[src/rtl/bcd_entry_pkg.sv]
// Shared types and constants for the BCD keypad entry block: FSM state codes,
// the BCD range limit and the 7-segment lookup table.
package bcd_entry_pkg;

  typedef enum logic [2:0] {
    IDLE     = 3'd0,
    DEBOUNCE = 3'd1,
    ACCEPT   = 3'd2,
    HELD     = 3'd3,
    RELEASE  = 3'd4
  } state_e;

  localparam logic [3:0] BCD_MAX   = 4'd9;
  localparam logic [6:0] SEG_BLANK = 7'h00;

  // Active-high {g,f,e,d,c,b,a}
  localparam logic [6:0] SEG_LUT [0:9] = '{
    7'h3F, 7'h06, 7'h5B, 7'h4F, 7'h66,
    7'h6D, 7'h7D, 7'h07, 7'h7F, 7'h6F
  };

  function automatic logic [6:0] bcd_seg(input logic [3:0] d);
    if (d > BCD_MAX) return SEG_BLANK;
    return SEG_LUT[d];
  endfunction

endpackage

[src/rtl/bcd_digit_entry_bcd_to_7seg.sv]
// Combinational BCD to 7-segment decoder; codes above 9 produce a dark digit.
module bcd_to_7seg
  import bcd_entry_pkg::*;
(
  input  logic [3:0] bcd,
  output logic [6:0] seg
);

  assign seg = bcd_seg(bcd);

endmodule

[src/rtl/bcd_digit_entry.sv]
// Debounced BCD keypad entry register with multiplexed 7-segment scan output.
// Optional macro BCD_ENTRY_LEADING_ZERO_BLANK_EN blanks unused leading digits.
module bcd_digit_entry
  import bcd_entry_pkg::*;
#(
  parameter int NUM_DIGITS      = 4,
  parameter int DEBOUNCE_CYCLES = 4,
  parameter int SCAN_DIV        = 16
) (
  input  logic                    clk,
  input  logic                    rst,
  input  logic [3:0]              bcd_in,
  input  logic                    key_valid,
  input  logic                    clr,
  output logic [4*NUM_DIGITS-1:0] digits,
  output logic [3:0]              digit_count,
  output logic                    key_accept,
  output logic                    ovf,
  output logic                    err,
  output logic [6:0]              seg,
  output logic [NUM_DIGITS-1:0]   an
);

  localparam int DW     = 4 * NUM_DIGITS;
  localparam int CNT_W  = $clog2(DEBOUNCE_CYCLES + 1);
  localparam int SCAN_W = $clog2(SCAN_DIV);
  localparam int IDX_W  = $clog2(NUM_DIGITS);

  localparam logic [CNT_W-1:0]  CNT_ONE   = CNT_W'(1);
  localparam logic [CNT_W-1:0]  DB_LAST   = CNT_W'(DEBOUNCE_CYCLES);
  localparam logic [SCAN_W-1:0] SCAN_LAST = SCAN_W'(SCAN_DIV - 1);
  localparam logic [IDX_W-1:0]  IDX_LAST  = IDX_W'(NUM_DIGITS - 1);
  localparam logic [3:0]        CNT_FULL  = 4'(NUM_DIGITS);

  localparam logic [2:0] S_IDLE     = IDLE;
  localparam logic [2:0] S_DEBOUNCE = DEBOUNCE;
  localparam logic [2:0] S_ACCEPT   = ACCEPT;
  localparam logic [2:0] S_HELD     = HELD;
  localparam logic [2:0] S_RELEASE  = RELEASE;

  logic [2:0]       state;
  logic [CNT_W-1:0] db_cnt;
  logic [CNT_W-1:0] db_nxt;
  logic [3:0]       code_lat;
  logic             commit;
  logic             full;

  assign db_nxt = db_cnt + CNT_ONE;
  assign commit = (state == S_ACCEPT);
  assign full   = (digit_count == CNT_FULL);

  // Key debounce FSM: the same counter times both press and release stability
  always_ff @(posedge clk) begin
    if (rst) begin
      state  <= S_IDLE;
      db_cnt <= '0;
    end else begin
      case (state)
        S_IDLE: begin
          if (key_valid) begin
            code_lat <= bcd_in;
            db_cnt   <= CNT_ONE;
            state    <= (DB_LAST == CNT_ONE) ? S_ACCEPT : S_DEBOUNCE;
          end
        end
        S_DEBOUNCE: begin
          if (!key_valid || (bcd_in != code_lat)) begin
            state <= S_IDLE;
          end else begin
            db_cnt <= db_nxt;
            if (db_nxt == DB_LAST) state <= S_ACCEPT;
          end
        end
        S_ACCEPT: state <= S_HELD;
        S_HELD: begin
          if (!key_valid) begin
            db_cnt <= CNT_ONE;
            state  <= (DB_LAST == CNT_ONE) ? S_IDLE : S_RELEASE;
          end
        end
        S_RELEASE: begin
          if (key_valid) begin
            state <= S_HELD;
          end else begin
            db_cnt <= db_nxt;
            if (db_nxt == DB_LAST) state <= S_IDLE;
          end
        end
        default: state <= S_IDLE;
      endcase
    end
  end

  // Entry register: clr overrides any commit landing in the same cycle
  always_ff @(posedge clk) begin
    if (rst) begin
      digits      <= '0;
      digit_count <= '0;
      ovf         <= 1'b0;
      key_accept  <= 1'b0;
      err         <= 1'b0;
    end else begin
      key_accept <= 1'b0;
      err        <= 1'b0;
      if (commit) begin
        if (code_lat > BCD_MAX) begin
          err <= 1'b1;
        end else if (!clr) begin
          if (full) begin
            ovf <= 1'b1;
          end else begin
            digits      <= {digits[DW-5:0], code_lat};
            digit_count <= digit_count + 4'd1;
            key_accept  <= 1'b1;
          end
        end
      end
      if (clr) begin
        digits      <= '0;
        digit_count <= '0;
        ovf         <= 1'b0;
      end
    end
  end

  logic [SCAN_W-1:0] scan_cnt;
  logic [IDX_W-1:0]  scan_idx;
  logic [3:0]        scan_digit;
  logic [6:0]        dec_seg;
  logic              blank;

  always_ff @(posedge clk) begin
    if (rst) begin
      scan_cnt <= '0;
      scan_idx <= '0;
    end else if (scan_cnt == SCAN_LAST) begin
      scan_cnt <= '0;
      scan_idx <= (scan_idx == IDX_LAST) ? '0 : scan_idx + 1'b1;
    end else begin
      scan_cnt <= scan_cnt + 1'b1;
    end
  end

  assign scan_digit = digits[{scan_idx, 2'b00} +: 4];

`ifdef BCD_ENTRY_LEADING_ZERO_BLANK_EN
  assign blank = (scan_idx != '0) && (4'(scan_idx) >= digit_count);
`else
  assign blank = 1'b0;
`endif

  bcd_to_7seg u_bcd_to_7seg (
    .bcd (scan_digit),
    .seg (dec_seg)
  );

  // seg and an share one register stage so they switch on the same edge
  always_ff @(posedge clk) begin
    if (rst) begin
      an  <= NUM_DIGITS'(1);
      seg <= SEG_LUT[0];
    end else begin
      an  <= NUM_DIGITS'(1) << scan_idx;
      seg <= blank ? SEG_BLANK : dec_seg;
    end
  end

endmodule

[config.mk]
export PLATFORM = sky130hd
export DESIGN_NAME = bcd_digit_entry
export DESIGN_NICKNAME = d
export VERILOG_FILES = /design/src/rtl/bcd_entry_pkg.sv /design/src/rtl/bcd_digit_entry_bcd_to_7seg.sv /design/src/rtl/bcd_digit_entry.sv
export SDC_FILE = /design/constraint.sdc
export NUM_CORES = 1
export LEC_CHECK = 0
export ABC_AREA = 1
export CAP_MARGIN = 10
export CORE_MARGIN = 2
export CORE_UTILIZATION = 56
export CTS_CLUSTER_SIZE = 16
export DETAILED_ROUTE_END_ITERATION = 10
export PLACE_DENSITY = 0.84
export SLEW_MARGIN = 5
export SYNTH_ARGS = -nofsm -noshare
export SYNTH_HDL_FRONTEND = slang
export SYNTH_SLANG_ARGS = --single-unit
[constraint.sdc]
create_clock -name clk -period 5.41 [get_ports clk]
set_input_delay 1.623 -clock clk [delete_from_list [all_inputs] [get_ports clk]]
set_output_delay 1.623 -clock clk [all_outputs]
set_load 0.01 [all_outputs]
== Word-level counts from Yosys, hierarchy flattened ==
Memories as Yosys holds them, arrays and structs flattened.
Index checks and enable logic that the tools add are counted.

* Add/subtract/negate cells: 4
* $lt $le $gt $ge: 3
* Equal/unequal tests: 15
* Shifts and indexed selects: 2
* Mux-type cells: 19
* Bitwise operators: 5
* Reduce and logical (&&, ||, !) cells: 13

{| class="wikitable"
|+ Operators by type and width
! cell !! count
|-
| 2-to-1 mux 7 bit || 4
|-
| 2-to-1 mux 3 bit || 9
|-
| indexed part select 16 x 5 -> 4 bit || 1
|-
| one-hot mux 3 bit (5 select lines) || 1
|-
| one-hot mux 3 bit (4 select lines) || 1
|-
| AND reduction 3 bit || 3
|-
| adder 4 x 1 -> 4 bit (second input constant) || 2
|-
| > comparator 4 bit (second input constant) || 2
|-
| inequality test 2 bit (second input constant) || 4
|-
| equality test 3 x 2 -> 1 bit (second input constant) || 2
|-
| equality test 3 bit (second input constant) || 2
|-
| inequality test 3 bit (second input constant) || 2
|-
| OR reduction 2 bit || 3
|-
| >= comparator 5 bit (second input constant) || 1
|-
| inverter 4 -> 5 bit || 1
|-
| AND reduction 5 bit || 1
|-
| equality test 4 x 3 -> 1 bit (second input constant) || 1
|-
| equality test 4 bit (second input constant) || 1
|-
| inequality test 4 bit || 1
|-
| inverter 1 bit || 4
|-
| AND reduction 4 bit || 1
|-
| nonzero test 4 bit || 1
|-
| OR reduction 4 bit || 1
|-
| left shift 1 x 2 -> 4 bit (first input constant) || 1
|-
| 9 further kinds || 11
|}

* Bits in registers: 50
* Memory bits (read-only): 112
* Output and inout bits: 34
* Word-level logic and storage cells: 74
* Memories: 1

{| class="wikitable"
|+ Memory list
! name !! words !! bits a word !! rd ports !! clocked after Yosys merged registers in !! write ports !! line !! text
|-
| (name not given) || 16 || 7 || 1 || 0 || 0 || bcd_entry_pkg.sv:24 || <nowiki>return SEG_LUT[d];</nowiki>
|}

== Longest topological paths before layout ==
Gate-level depths: netlist (run 1).

* Depth in word-level cells: 6
* Mapped depth: 10
* Gate-level depth less buffers: 10

== Hierarchy ==
From an unflattened synthesis (run 1), not the netlist that was laid out.

* Cell total of the unflattened synthesis: 326
* Area, all modules: 2,438.6 sq um

{| class="wikitable"
|+ Modules (own cells, without submodules)
! module !! instances !! cells an instance !! area each (sq um) !! seq. area each (sq um)
|-
| bcd_digit_entry || 1 || 279 || 2,177.1 || 1,041.0
|-
| bcd_to_7seg || 1 || 47 || 261.5 || 0.0
|}

== Worst setup path after synthesis (run 1) ==
Ideal clock, no wire load.

* Path kind: in2reg
* Start: in rst
* End: reg code_lat[0] (enable)
* Data arrival time: 2,363 ps
* Required time: 5,033 ps
* Path slack: 2,670 ps
* Stages on the path: 2
* Path buffers: 1
* Cell sequence: clkbuf_1 nor4_1

* Cells in the longest elaborated chain, start to end: 2

{| class="wikitable"
|+ RTL lines
! item !! line !! text
|-
| from (decl) || bcd_digit_entry.sv:11 || <nowiki>input logic rst,</nowiki>
|-
| inverter 1 bit (no line) || -- ||
|-
| AND reduction 3 bit (no line) || -- ||
|-
| to (signal assigned) || bcd_digit_entry.sv:61 || <nowiki>code_lat <= bcd_in;</nowiki>
|-
| to (decl) || bcd_digit_entry.sv:44 || <nowiki>logic [3:0] code_lat;</nowiki>
|}

Every way passes these cells.
A chain may end at the register's enable or synchronous reset.

== Worst setup path after layout (run 1) ==
* Start: in rst
* End: reg digits[9]

* Cells in the longest elaborated chain, start to end: 1

{| class="wikitable"
|+ RTL lines
! item !! line !! text
|-
| OR reduction 2 bit (no line) || -- ||
|-
| to (signal assigned) || bcd_digit_entry.sv:112 || <nowiki>digits <= {digits[DW-5:0], code_lat};</nowiki>
|-
| to (decl) || bcd_digit_entry.sv:15 || <nowiki>output logic [4*NUM_DIGITS-1:0] digits,</nowiki>
|}

Every way passes these cells.

==> impl.org, run 1 <==
** Run status
- Status :: finished clean

** Setup path
- WP data required :: 5650 ps
- The worst setup path is of the in2reg kind.
- In this design, the stage delay of the slowest critical-path cell is 700 ps.
- Counting both buffers and inverters, the worst setup path holds a total of 2.
- Critical path's top delay family :: buffers and inverters
- Endpoint arrival time on the critical path :: 3430 ps
- Worst setup EP type :: flop
- Worst-path cell with the longest stage delay :: sky130_fd_sc_hd__nor2_1
- Maximum fanout along the worst path :: 16
- Sequence of cells on the critical path :: clkdlybuf4s50_1 -> nor2_1 -> inv_1 -> a21oi_1
- Startpoint type of the worst setup path :: input port

** Timing
- Setup repair after global routing left no endpoint under its margin.
- The worst path uses 58.9% of the clock period.
- The max-slew violation total from the final report is 0.
- Worst slew margin relative to its limit :: 47.8%
- Clock period minus worst slack :: 3190 ps
- Summed negative setup slack over all endpoints :: 0 ps
- Clock skew on the completed layout was measured at 12.8 ps.
- Final setup violation count :: 0
- Highest Clock Rate :: 314 MHz
- Total count of hold-check failures in the final report :: 0
- Least-Margin Pin Slew :: 779 ps
- Final hold analysis gives a worst-case slack of 455 ps.

** Power and ir drop
- Clock network fraction of design power :: 31.6%
- Summed over all cells, the static leakage comes to 0.00115 uW.
- Across the VDD grid, the largest voltage drop is 0.000230 V.
- The analysis attributes to net switching a power of 227 uW.
- Reg power frac :: 50.6%
- Switching fraction of total power :: 27.7%
- Combinational cells account for 17.7% of the total power.
- The internal portion of the total power is 591 uW.
- Pwr per Cell Area :: 288 nW/um2

** Clocking
- Buffers inserted to repair hold after CTS numbered 0.
- The clock net in this run drives a total of 50 sinks.
- The clock passes through at most 2 buffers.
- In this run, post-CTS repair resized a total of 0 instances.
- CTS H-tree lvls :: 2
- In this run, CTS created clock tree buffers numbering 5.
- After clock tree synthesis, the clock-pin slew on the worst setup and hold paths is 100 ps.
- At the later pin of the worst-skew pair, clock insertion delay measures 310 ps.
- After clock tree synthesis, the setup repair step added 0 buffers.
- TritonCTS built the clock tree.
- Clock tree root driver cell :: sky130_fd_sc_hd__clkbuf_8

** Route
- Final wirelength :: 4570 um
- Total number of vias :: 1,968
- Before antenna repair, the detailed router went through 4 iterations.
- After detailed routing, the number of vias per cell comes to 5.10.
- After the first detailed-routing iteration, the DRC count stood at 77.
- After detailed routing, the average wire length per cell comes to 11.8 um.
- Number of antenna-violating nets in the routed design :: 0
- For this run, design rule violations remaining after detail routing come to 0.

** Logic synthesis
- The largest total area in the synthesized netlist belongs to sky130_fd_sc_hd__dfxtp_1.
- Mean Syn Cell Area :: 7.82 um2
- Sequential-to-total area share from yosys stat :: 45.0%
- Synthesis produced 296 cells.
- In the post-synthesis netlist, the biggest area contributors are sky130_fd_sc_hd__dfxtp_1 40%, sky130_fd_sc_hd__nand2_1 9.4%, sky130_fd_sc_hd__a21oi_1 7.1%.
- Yosys top cell area share :: 39.8%
- Post-synthesis cell area :: 2310 um2
- Distinct cell type count after synthesis :: 33
- Synth Net Count :: 317
- The Yosys step of the flow raised 0 warnings.
- Synthesis inferred 50 register bits.

** Placed design
- Once placement finished, the instance area stood at 2730 um2.
- Port bufs :: 41
- Once detailed placement completed, the half-perimeter wirelength came to 3310 um.
- At the end of routability-driven placement, the weighted congestion stood at 0.813.

** Job
- Max_cap viols :: 0

** Finish
- Final layout net count :: 356
- Fraction of final layout cells sized beyond drive strength 1 :: 7.44%
- Number of antenna cells inserted :: 0
- Layout fillers :: 346
- With fillers left out, the area of the finished cells amounts to 2840 um2.
- Syn-to-layout area delta :: 22.6%

** Floorplanning
- Total Die Area :: 4660 um2
- Die X :: 68.3 um
- In this run the core area contains 23 standard-cell rows.
- After floorplanning, the core was sized to cover 4000 um2.
- Number of top-level pins :: 42
- For this configuration, the core starts out at a cell density of 57.8%.
- Floorplan die height :: 68.3 um

** Global routing
- The number of antenna violations at the first check in global routing was 0.
- For this run the aggregate overflow at the end of global routing stands at 0.
- The first global-routing pass estimated 7420 um of wire.
- Across every metal layer, demand over resource in global routing totals 21.3%.
- The via count of the first global-routing pass was 1,729.
- Largest net degree at the start of global routing :: 23

** Min path
- In this run the worst hold path is classified as reg2reg.
[cell type report]
type                    instances  area, um2  area share (%)
inverters                      37        139            4.90
clock inverters                 1       30.0            1.06
clock buffers                   7       76.3            2.69
flip-flops and latches         50       1040            36.7
multi-input cells             200       1080            38.0
repair buffers                 41        410            14.5
well taps                      50       62.6            2.21
[placed cells by master (no fill, tap or decap)]
cell	n
sky130_fd_sc_hd__nand3_2	2
sky130_fd_sc_hd__a21oi_2	1
sky130_fd_sc_hd__clkbuf_8	5
sky130_fd_sc_hd__dfxtp_1	46
sky130_fd_sc_hd__nand2_2	2
sky130_fd_sc_hd__o21ai_1	3
sky130_fd_sc_hd__nand3_1	13
sky130_fd_sc_hd__and3_1	1
sky130_fd_sc_hd__a21oi_1	33
sky130_fd_sc_hd__nand2_4	1
sky130_fd_sc_hd__bufinv_16	1
sky130_fd_sc_hd__a32oi_1	1
sky130_fd_sc_hd__or2_2	3
sky130_fd_sc_hd__clkdlybuf4s50_1	41
sky130_fd_sc_hd__inv_2	6
sky130_fd_sc_hd__o21ai_2	1
sky130_fd_sc_hd__clkbuf_1	2
sky130_fd_sc_hd__o21a_1	1
sky130_fd_sc_hd__nor4_1	1
sky130_fd_sc_hd__a211oi_1	1
sky130_fd_sc_hd__edfxtp_1	4
sky130_fd_sc_hd__nor2_4	1
sky130_fd_sc_hd__ha_1	13
sky130_fd_sc_hd__nor2_1	26
sky130_fd_sc_hd__o21ai_0	27
sky130_fd_sc_hd__nor3_1	5
sky130_fd_sc_hd__o2111ai_1	1
sky130_fd_sc_hd__nand2_1	58
sky130_fd_sc_hd__nand4_1	1
sky130_fd_sc_hd__inv_1	31
sky130_fd_sc_hd__xnor2_1	2
sky130_fd_sc_hd__o21ai_4	1
sky130_fd_sc_hd__nor3_4	1
[per-stage QoR]
step | instances | power (uW) | worst slack [ps] | util (%)
after global routing | 386 | 853 | 1960 | 70.9
after global placement | 378 | 561 | 1880 | 68.2
after detailed placement | 378 | 566 | 1880 | 68.2
after floorplan | 296 | 535 | 2670 | -
final | 386 | 817 | 2220 | 70.9
after CTS | 386 | 821 | 2210 | 70.9
[kinds of logic after synthesis]
kind of cell	after synthesis	synth area share, %
and+or+nand+nor	115	22.2
adders and majority gates	13	7.03
DFF	50	45.0
buffers and inverters	46	8.49
xor gates and xnor gates	2	0.757
AOI/OAI and AO/OA	70	16.5
[per-layer routing]
layer / up-vias / part of all wire (%) / GRT usage [%]
met1: 877 / 44 / 24.5
met5: - / 0 / 0
met2: 47 / 50 / 38.0
li1: 1038 / - / -
met4: 0 / 1.5 / 8.25
met3: 6 / 4.2 / 4.93
[power by group through the flow]
stage,Clock (uW),Sequential [uW],Combinational (uW)
after floorplan,0,419,117
after global placement,0,422,139
after detailed placement,0,422,144
after CTS,262,414,145
after global routing,272,417,164
final,259,414,145
[synthesized netlist by cell type]
library cell	instances
sky130_fd_sc_hd__o21ai_1	3
sky130_fd_sc_hd__ha_1	13
sky130_fd_sc_hd__xnor2_1	2
sky130_fd_sc_hd__inv_1	31
sky130_fd_sc_hd__clkbuf_1	4
sky130_fd_sc_hd__nand2_2	2
sky130_fd_sc_hd__buf_4	2
sky130_fd_sc_hd__nand2_4	1
sky130_fd_sc_hd__dfxtp_1	46
sky130_fd_sc_hd__buf_6	2
sky130_fd_sc_hd__o21ai_4	1
sky130_fd_sc_hd__nor3_4	1
sky130_fd_sc_hd__inv_2	6
sky130_fd_sc_hd__nand3_2	2
sky130_fd_sc_hd__o2111ai_1	1
sky130_fd_sc_hd__nor2_4	1
sky130_fd_sc_hd__o21a_1	1
sky130_fd_sc_hd__and3_1	1
sky130_fd_sc_hd__nand4_1	1
sky130_fd_sc_hd__a21oi_1	33
sky130_fd_sc_hd__o21ai_2	1
sky130_fd_sc_hd__a21oi_2	1
sky130_fd_sc_hd__o21ai_0	27
sky130_fd_sc_hd__nand3_1	13
sky130_fd_sc_hd__nor3_1	5
sky130_fd_sc_hd__buf_2	1
sky130_fd_sc_hd__or2_2	3
sky130_fd_sc_hd__a211oi_1	1
sky130_fd_sc_hd__nor2_1	26
sky130_fd_sc_hd__nand2_1	58
sky130_fd_sc_hd__edfxtp_1	4
sky130_fd_sc_hd__a32oi_1	1
sky130_fd_sc_hd__nor4_1	1
[worst paths after layout]
kind / from / end / depth (start not counted) / slack (ps)
setup / recovery: rst / digits[9]$_SDFFE_PP0P_ / 4 / 2220
hold reg to reg: scan_cnt[0]$_SDFF_PP0_ / scan_cnt[0]$_SDFF_PP0_ / 1 / 450
setup reg to reg: scan_idx[0]$_SDFFE_PP0P_ / seg[4]$_SDFF_PP1_ / 8 / 3340
hold / removal: scan_cnt[0]$_SDFF_PP0_ / scan_cnt[0]$_SDFF_PP0_ / 1 / 450
[state kept, by name, summed over array words and instances, names as in the netlist]
register and flops:
an 4, code_lat 4, db_cnt 3, digit_count 4, digits 16, err 1, key_accept 1, ovf 1
scan_cnt 4, scan_idx 2, seg 7, state 3
(Power assumes the default switching activity.)
==> inputs of run 2 (changes only) <==
Settings changed: CORE_UTILIZATION 56 to 52, PLACE_DENSITY 0.84 to 0.79.
Clock period 5.41 ns to 3.3 ns, I/O delays scaled along.
==> run 2 against run 1 <==
Net effect:
- die area up 7.2%
- count of clock-buffer cells in the layout unchanged
- setup slack worse by 1300 ps
- combinational power up 64%
- critical path type unchanged
==> impl.org, run 2 (synthesis results as in run 1) <==
** Run status
- The run finished with clean final reports.

** Power and ir drop
- The total leakage power was 0.00115 uW (+0.16%).
- The maximum VDD drop came to 0.000272 V (+19%).
- Pwr per Cell Area :: 448 nW/um2 (+55%)
- The total chip power was 1270 uW (+55%).

** Timing
- For this run, the top clock speed supported by timing is 419 MHz.
- The setup TNS came to 0 ps (unchanged).
- Period utilization :: 72.4%
- The actual transition at the worst max-transition pin came to 718 ps (-61.3 ps).
- The worst path in the final design needs a cycle of 2390 ps, including I/O delays and setup.
- Total count of hold-check failures in the final report :: 0 (unchanged)
- Post-layout worst setup margin :: 912 ps (-1310 ps)
- Final clock skew :: 11.9 ps (-0.910 ps)
- RSZ-0062 raised after global routing :: false
- Worst slew margin relative to its limit :: 51.7% (+3.8 points)
- The total setup violations reported at the end of the flow was 0 (unchanged).
- The max-slew violation total from the final report is 0 (unchanged).

** Finish
- The area added between synthesis and finish is 22.4% (about the same).
- Counting flops per register, the top entry is digits.
- Leaving out fill and tap cells, the most frequent cell in the layout is sky130_fd_sc_hd__nand2_1.
- The count of filler cells inserted in the layout came to 389 (+12%).
- The fraction of final layout cells sized beyond drive strength 1 came to 8.01% (+0.57 points).
- Highest-count cells in the layout ignoring fill and taps :: 58 x sky130_fd_sc_hd__nand2_1, 46 x sky130_fd_sc_hd__dfxtp_1, 41 x sky130_fd_sc_hd__clkdlybuf4s50_1
- Final layout net count :: 358 (+0.56%)
- The count of inserted antenna diode cells was 0 (unchanged).
- The area of all placed cells without fillers was 2830 um2 (about the same).
- The area used by multi-input combinational logic is 1080 um2 (unchanged).
- Top Registers :: digits x16, seg x7
- Max reg flops :: 16 (unchanged)
- Register cell area after layout :: 1040 um2 (unchanged)

** Placed design
- The worst setup timing slack at the placement stage was 594 ps (-1290 ps).
- Global placement routability congestion :: 0.827 (+1.7%)
- Port bufs :: 41 (unchanged)
- The HPWL reported at the end of detailed placement was 3330 um (+0.47%).
- Placed instance area :: 2750 um2 (+0.64%)

** Global routing
- The maximum number of pins on one net before global-route repair is 23 (unchanged).
- The leftover overflow at the end of global routing is 0 (unchanged).
- Number of antenna violations at the first check in global routing :: 0 (unchanged)
- The total track usage is 19.3% (-1.9 points).
- First-pass GRT wire length :: 7950 um (+7.2%)
- Number of global-route vias before repair :: 1,836 (+6.2%)

** Clocking
- Clock tree root driver cell :: sky130_fd_sc_hd__clkbuf_8
- Clock transition at the registers of the reported paths :: 90 ps (about the same)
- TritonCTS built the clock tree.
- Post-CTS sizing :: 0 (unchanged)
- The CTS buffer count was 5 (unchanged).
- Insertion delay to the later sink of the worst-skew pair :: 300 ps (about the same)
- The post-cts hold buffer count was 0 (unchanged).
- The buffer depth of the longest clock path was 2 (unchanged).
- Number of post-CTS setup repair buffers :: 0 (unchanged)
- The number of clock sinks was 50 (unchanged).
- CTS H-tree lvls :: 2 (unchanged)

** Floorplanning
- Total Die Area :: 5000 um2 (+7.2%)
- Number of top-level pins :: 42 (unchanged)
- The die height came to 70.7 um (+3.6%).
- The cell row count is 24 (+4.3%).
- Die X :: 70.7 um (+3.6%)
- The initial cell density of the core came to 53.5% (-4.3 points).
- Core area :: 4320 um2 (+8.1%)

** Setup path
- Sequence of cells on the critical path :: clkdlybuf4s50_1 -> inv_1 -> nor4_1
- The critical path data required time was 3230 ps (-2420 ps).
- The worst setup path is launched from an input port.
- Combined buffer and inverter count along the critical path :: 2 (unchanged)
- The maximum fanout encountered on the critical timing path is 6 (-10).
- Grouping stages by cell kind, the critical path spends the most delay in buffers and inverters.
- Endpoint arrival time on the critical path :: 2310 ps (-1120 ps)
- The peak per-stage delay on the critical path is 620 ps (-80 ps).
- For this design, the slowest cell found on the critical path is sky130_fd_sc_hd__nor4_1.
- Crit Path Category :: in2reg
- Worst setup EP type :: flop

** Route
- Violation count after the first detailed-route iteration :: 154 (+100%)
- The final wirelength came to 4450 um (-2.7%).
- The total number of vias is 1,953 (-0.76%).
- DRC violations left :: 0 (unchanged)
- The ratio of routed vias to standard cells was 5.02 (-1.5%).
- The residual antenna-violating net count after detailed routing is 0 (unchanged).
- The average wire per cell in the routed design is 11.4 um (-3.4%).
- The number of detailed-route iterations in the first pass was 4 (unchanged).

** Job
- The number of violations of the max-capacitance limit is 0 (unchanged).

** Min path
- The path class of the tightest hold or removal check is reg2reg.
==> run 2: cell types whose count changed in the layout (fill, tap and decap cells not counted), sizes merged <==
cell,before,now
buf,0,2
bufinv,1,0
==> run 2: cell type report <==
type / count / area share [%]
sequential: 50 / 36.7
multi-input combinational: 200 / 38.0
clock buffer: 7 / 3.05
timing repair buffer: 43 / 15.0
tap: 52 / 2.30
inverter: 37 / 4.90
==> run 2: worst reg2reg max path, cell delays in order, from the launching register on <==
cell	delay (ps)
sky130_fd_sc_hd__dfxtp_1	630
sky130_fd_sc_hd__nand2_1	100
sky130_fd_sc_hd__a32oi_1	390
sky130_fd_sc_hd__inv_1	170
sky130_fd_sc_hd__ha_1	240
sky130_fd_sc_hd__o21ai_2	120
sky130_fd_sc_hd__nand2_2	100
sky130_fd_sc_hd__o21ai_0	90
sky130_fd_sc_hd__nand2_1	80
==> run 2: stage by stage <==
stage | hold slack, ps | std cells | util (%)
2_1_floorplan | 418 | 296 | -
3_3_place_gp | 433 | 382 | 63.5
3_5_place_dp | 447 | 382 | 63.5
4_1_cts | 460 | 389 | 65.5
5_1_grt | 479 | 389 | 65.5
6_report | 457 | 389 | 65.5
==> run 2: worst paths after layout <==
kind | start | end | slack (ps) | cells after the start
min | scan_cnt[0]$_SDFF_PP0_ | scan_cnt[0]$_SDFF_PP0_ | 460 | 1
max reg2reg | scan_idx[0]$_SDFFE_PP0P_ | seg[1]$_SDFF_PP1_ | 1270 | 8
max | key_valid | code_lat[0]$_DFFE_PP_ | 910 | 3
min reg2reg | scan_cnt[0]$_SDFF_PP0_ | scan_cnt[0]$_SDFF_PP0_ | 460 | 1
==> run 2: power breakdown <==
group / leakage, uW / internal (uW) / total [uW] / switching [uW]
Clock: 0.0000443 / 167 / 353 / 187
Sequential: 0.000410 / 646 / 678 / 32.5
Combinational: 0.000698 / 97.4 / 238 / 141
==> run 2: routing by layer <==
| layer | share of wire [%] | GRT usage, % | vias to the layer above | wire length, um |
|---|---|---|---|---|
| met5 | 0 | 0 | - | 0 |
| met3 | 4.9 | 3.56 | 2 | 217 |
| met4 | 0.56 | 8.60 | 0 | 25 |
| met1 | 46 | 24.3 | 861 | 2050 |
| met2 | 48 | 32.4 | 52 | 2150 |
| li1 | - | - | 1038 | - |
==> inputs of run 3 (changes only) <==
Settings changed: CORE_UTILIZATION 52 to 47, PLACE_DENSITY 0.79 to 0.76.
Clock period 3.3 ns to 2.19 ns, I/O delays scaled along.
==> run 3 against run 2 <==
Net effect:
- utilization down 4.1 points
- register-to-register slack got worse by 930 ps
- wire length grew 2.5%
- global-route usage down 1.2 points
- clock power grew 47%
- critical path type is now reg2out
- critical endpoint is now digits[3]
- largest power group unchanged
- highest routed layer unchanged
==> impl.org, run 3 (synthesis results as in run 1) <==
** Run status
- The flow ran to the end, and the final reports show no timing, DRC or antenna violations.

** Floorplanning
- Floorplan die height :: 74.2 um (+4.9%)
- Core area :: 4720 um2 (+9.2%)
- Number of top-level pins :: 42 (unchanged)
- The cell row count is 25 (+4.2%).
- The die extent in x was 74.2 um (+4.9%).
- Total Die Area :: 5500 um2 (+10%)
- The initial cell density of the core came to 49.0% (-4.5 points).

** Route
- Number of detailed-route iterations in the first pass :: 4 (unchanged)
- The final wirelength is 4560 um (+2.5%).
- Total number of vias :: 2,040 (+4.5%)
- The initial DRC count was 140 (-9.1%).
- The average wire per cell in the routed design is 11.1 um (-3.2%).
- The post-route DRC violation count is 0 (unchanged).
- The ratio of routed vias to standard cells was 4.95 (-1.4%).
- The residual antenna-violating net count after detailed routing is 0 (unchanged).

** Timing
- Final setup violation count :: 0 (unchanged)
- Timing would allow up to 517 MHz.
- After layout, the minimum clock period comes to 1940 ps.
- Slew Limit Fails :: 0 (unchanged)
- Final clock skew :: 14.2 ps (+2.24 ps)
- Least-Margin Pin Slew :: 423 ps (-295 ps)
- The setup TNS came to 0 ps (unchanged).
- RSZ-0062 raised after global routing :: false
- The worst hold margin is 450 ps (-6.25 ps).
- The number of endpoints with negative hold slack in the final report is 0 (unchanged).
- Period utilization :: 88.4%
- The worst slew margin relative to its limit came to 71.7% (+20 points).

** Finish
- Top Registers :: digits x16, seg x7
- Max reg flops :: 16 (unchanged)
- Leaving out fill and tap cells, the most frequent cell in the layout is sky130_fd_sc_hd__nand2_1.
- The count of filler cells inserted in the layout was 439 (+13%).
- From synthesis to final layout, the design area changed by 25.4%.
- Ranked by flip-flop count, first place goes to digits.
- Final layout net count :: 365 (+2.0%)
- Number of cells in the finished layout apart from fillers :: 412 (+5.9%)
- Number of antenna cells inserted :: 0 (unchanged)
- Highest-count cells in the layout ignoring fill and taps :: 58 x sky130_fd_sc_hd__nand2_1, 46 x sky130_fd_sc_hd__dfxtp_1, 41 x sky130_fd_sc_hd__clkdlybuf4s50_1
- The fraction of final layout cells sized beyond drive strength 1 is 9.86% (+1.8 points).

** Power and ir drop
- Pwr per Cell Area :: 661 nW/um2 (+47%)
- Static leakage power :: 0.00118 uW (+2.5%)
- The total chip power came to 1920 uW (+51%).
- Maximum vdd drop :: 0.000377 V (+38%)

** Placed design
- Detailed placer's ending HPWL :: 3510 um (+5.5%)
- The routability congestion estimate from global placement is 1.00 (+21%).
- Port bufs :: 41 (unchanged)
- The number of placed instances, taps included was 404 (+5.8%).

** Setup path
- The critical path data required time was 1530 ps (-1700 ps).
- The critical path in this run is classified as reg2out.
- Startpoint type of the worst setup path :: flop
- The maximum fanout encountered on the critical timing path came to 4 (-2).
- Worst setup EP type :: output port
- The buffering stage count on the worst path with inverters included is 1 (-1).
- Launch point of the worst path :: digits[3]$_SDFFE_PP0P_
- Crit-path max cell delay :: 560 ps (-60 ps)
- The critical path goes through clkdlybuf4s50_1.
- R2r startpoint :: scan_idx[0]$_SDFFE_PP0P_
- Critical path's top delay family :: buffers and inverters
- Worst-path cell with the longest stage delay :: sky130_fd_sc_hd__clkdlybuf4s50_1
- Endpoint arrival time on the critical path :: 1280 ps (-1030 ps)

** Global routing
- The total track usage came to 18.1% (-1.2 points).
- The leftover overflow at the end of global routing is 0 (unchanged).
- First-pass GRT wire length :: 7780 um (-2.2%)
- Largest net degree at the start of global routing :: 17 (-26%)
- Number of antenna violations at the first check in global routing :: 0 (unchanged)
- The via count of the first global-routing pass is 1,838 (+0.11%).

** Job
- The number of violations of the max-capacitance limit was 0 (unchanged).

** Clocking
- The buffer depth of the longest clock path is 2 (unchanged).
- Number of post-CTS setup repair buffers :: 0 (unchanged)
- TritonCTS built the clock tree.
- The clock latency of the later-clocked register in the worst-skew pair is 310 ps (about the same).
- CTS sink count :: 50 (unchanged)
- The post-cts repair resize count came to 0 (unchanged).
- Clock tree root driver cell :: sky130_fd_sc_hd__clkbuf_8
- The post-cts hold buffer count was 0 (unchanged).
- Clock transition at the registers of the reported paths :: 90 ps (about the same)
- The number of H-tree levels is 2 (unchanged).
- Number of buffers added by the clock tree synthesis step :: 5 (unchanged)

** Min path
- The startpoint identified for the worst hold timing path is scan_cnt[0]$_SDFF_PP0_.
- Hold WC Path Type :: reg2reg
-- run 3: worst paths after layout --
path | slack [ps] | end | depth (start not counted)
worst min register to register | 450 | scan_cnt[0]$_SDFF_PP0_ | 1
worst max register to register | 340 | seg[4]$_SDFF_PP1_ | 8
worst min-delay path | 450 | scan_cnt[0]$_SDFF_PP0_ | 1
worst max-delay path | 250 | digits[3] | 1
-- run 3: per-stage QoR --
step	setup WS, ps	utilization [%]	area [um2]
global route	166	61.4	2900
CTS	246	61.4	2900
detailed placement	62.0	59.7	2820
global placement	103	59.7	2820
floorplan	392	-	2310
finish	254	61.4	2900
-- run 3: final cells by class --
| class | count | area, um2 | share of cell area, % |
|---|---|---|---|
| well taps | 67 | 83.8 | 2.89 |
| repair buffers | 50 | 478 | 16.5 |
| inverters | 37 | 139 | 4.79 |
| clock inverters | 1 | 7.51 | 0.259 |
| flip-flops and latches | 50 | 1040 | 35.9 |
| multi-input cells | 200 | 1080 | 37.1 |
| clock buffers | 7 | 76.3 | 2.63 |
-- run 3: routing by layer --
metal / part of all wire [%] / wire (um) / vias to the layer above / GRT usage, %
li1: - / - / 1061 / -
met1: 45 / 2070 / 911 / 22.3
met2: 47 / 2160 / 61 / 31.3
met3: 5.6 / 255 / 7 / 4.07
met4: 1.6 / 74 / 0 / 6.46
met5: 0 / 0 / - / 0
-- run 3: power by group --
part	switching (uW)	leakage [uW]	internal, uW
clock network	293	0.0000385	226
registers	47.0	0.000410	973
logic	221	0.000733	157
total	561	0.00118	1360
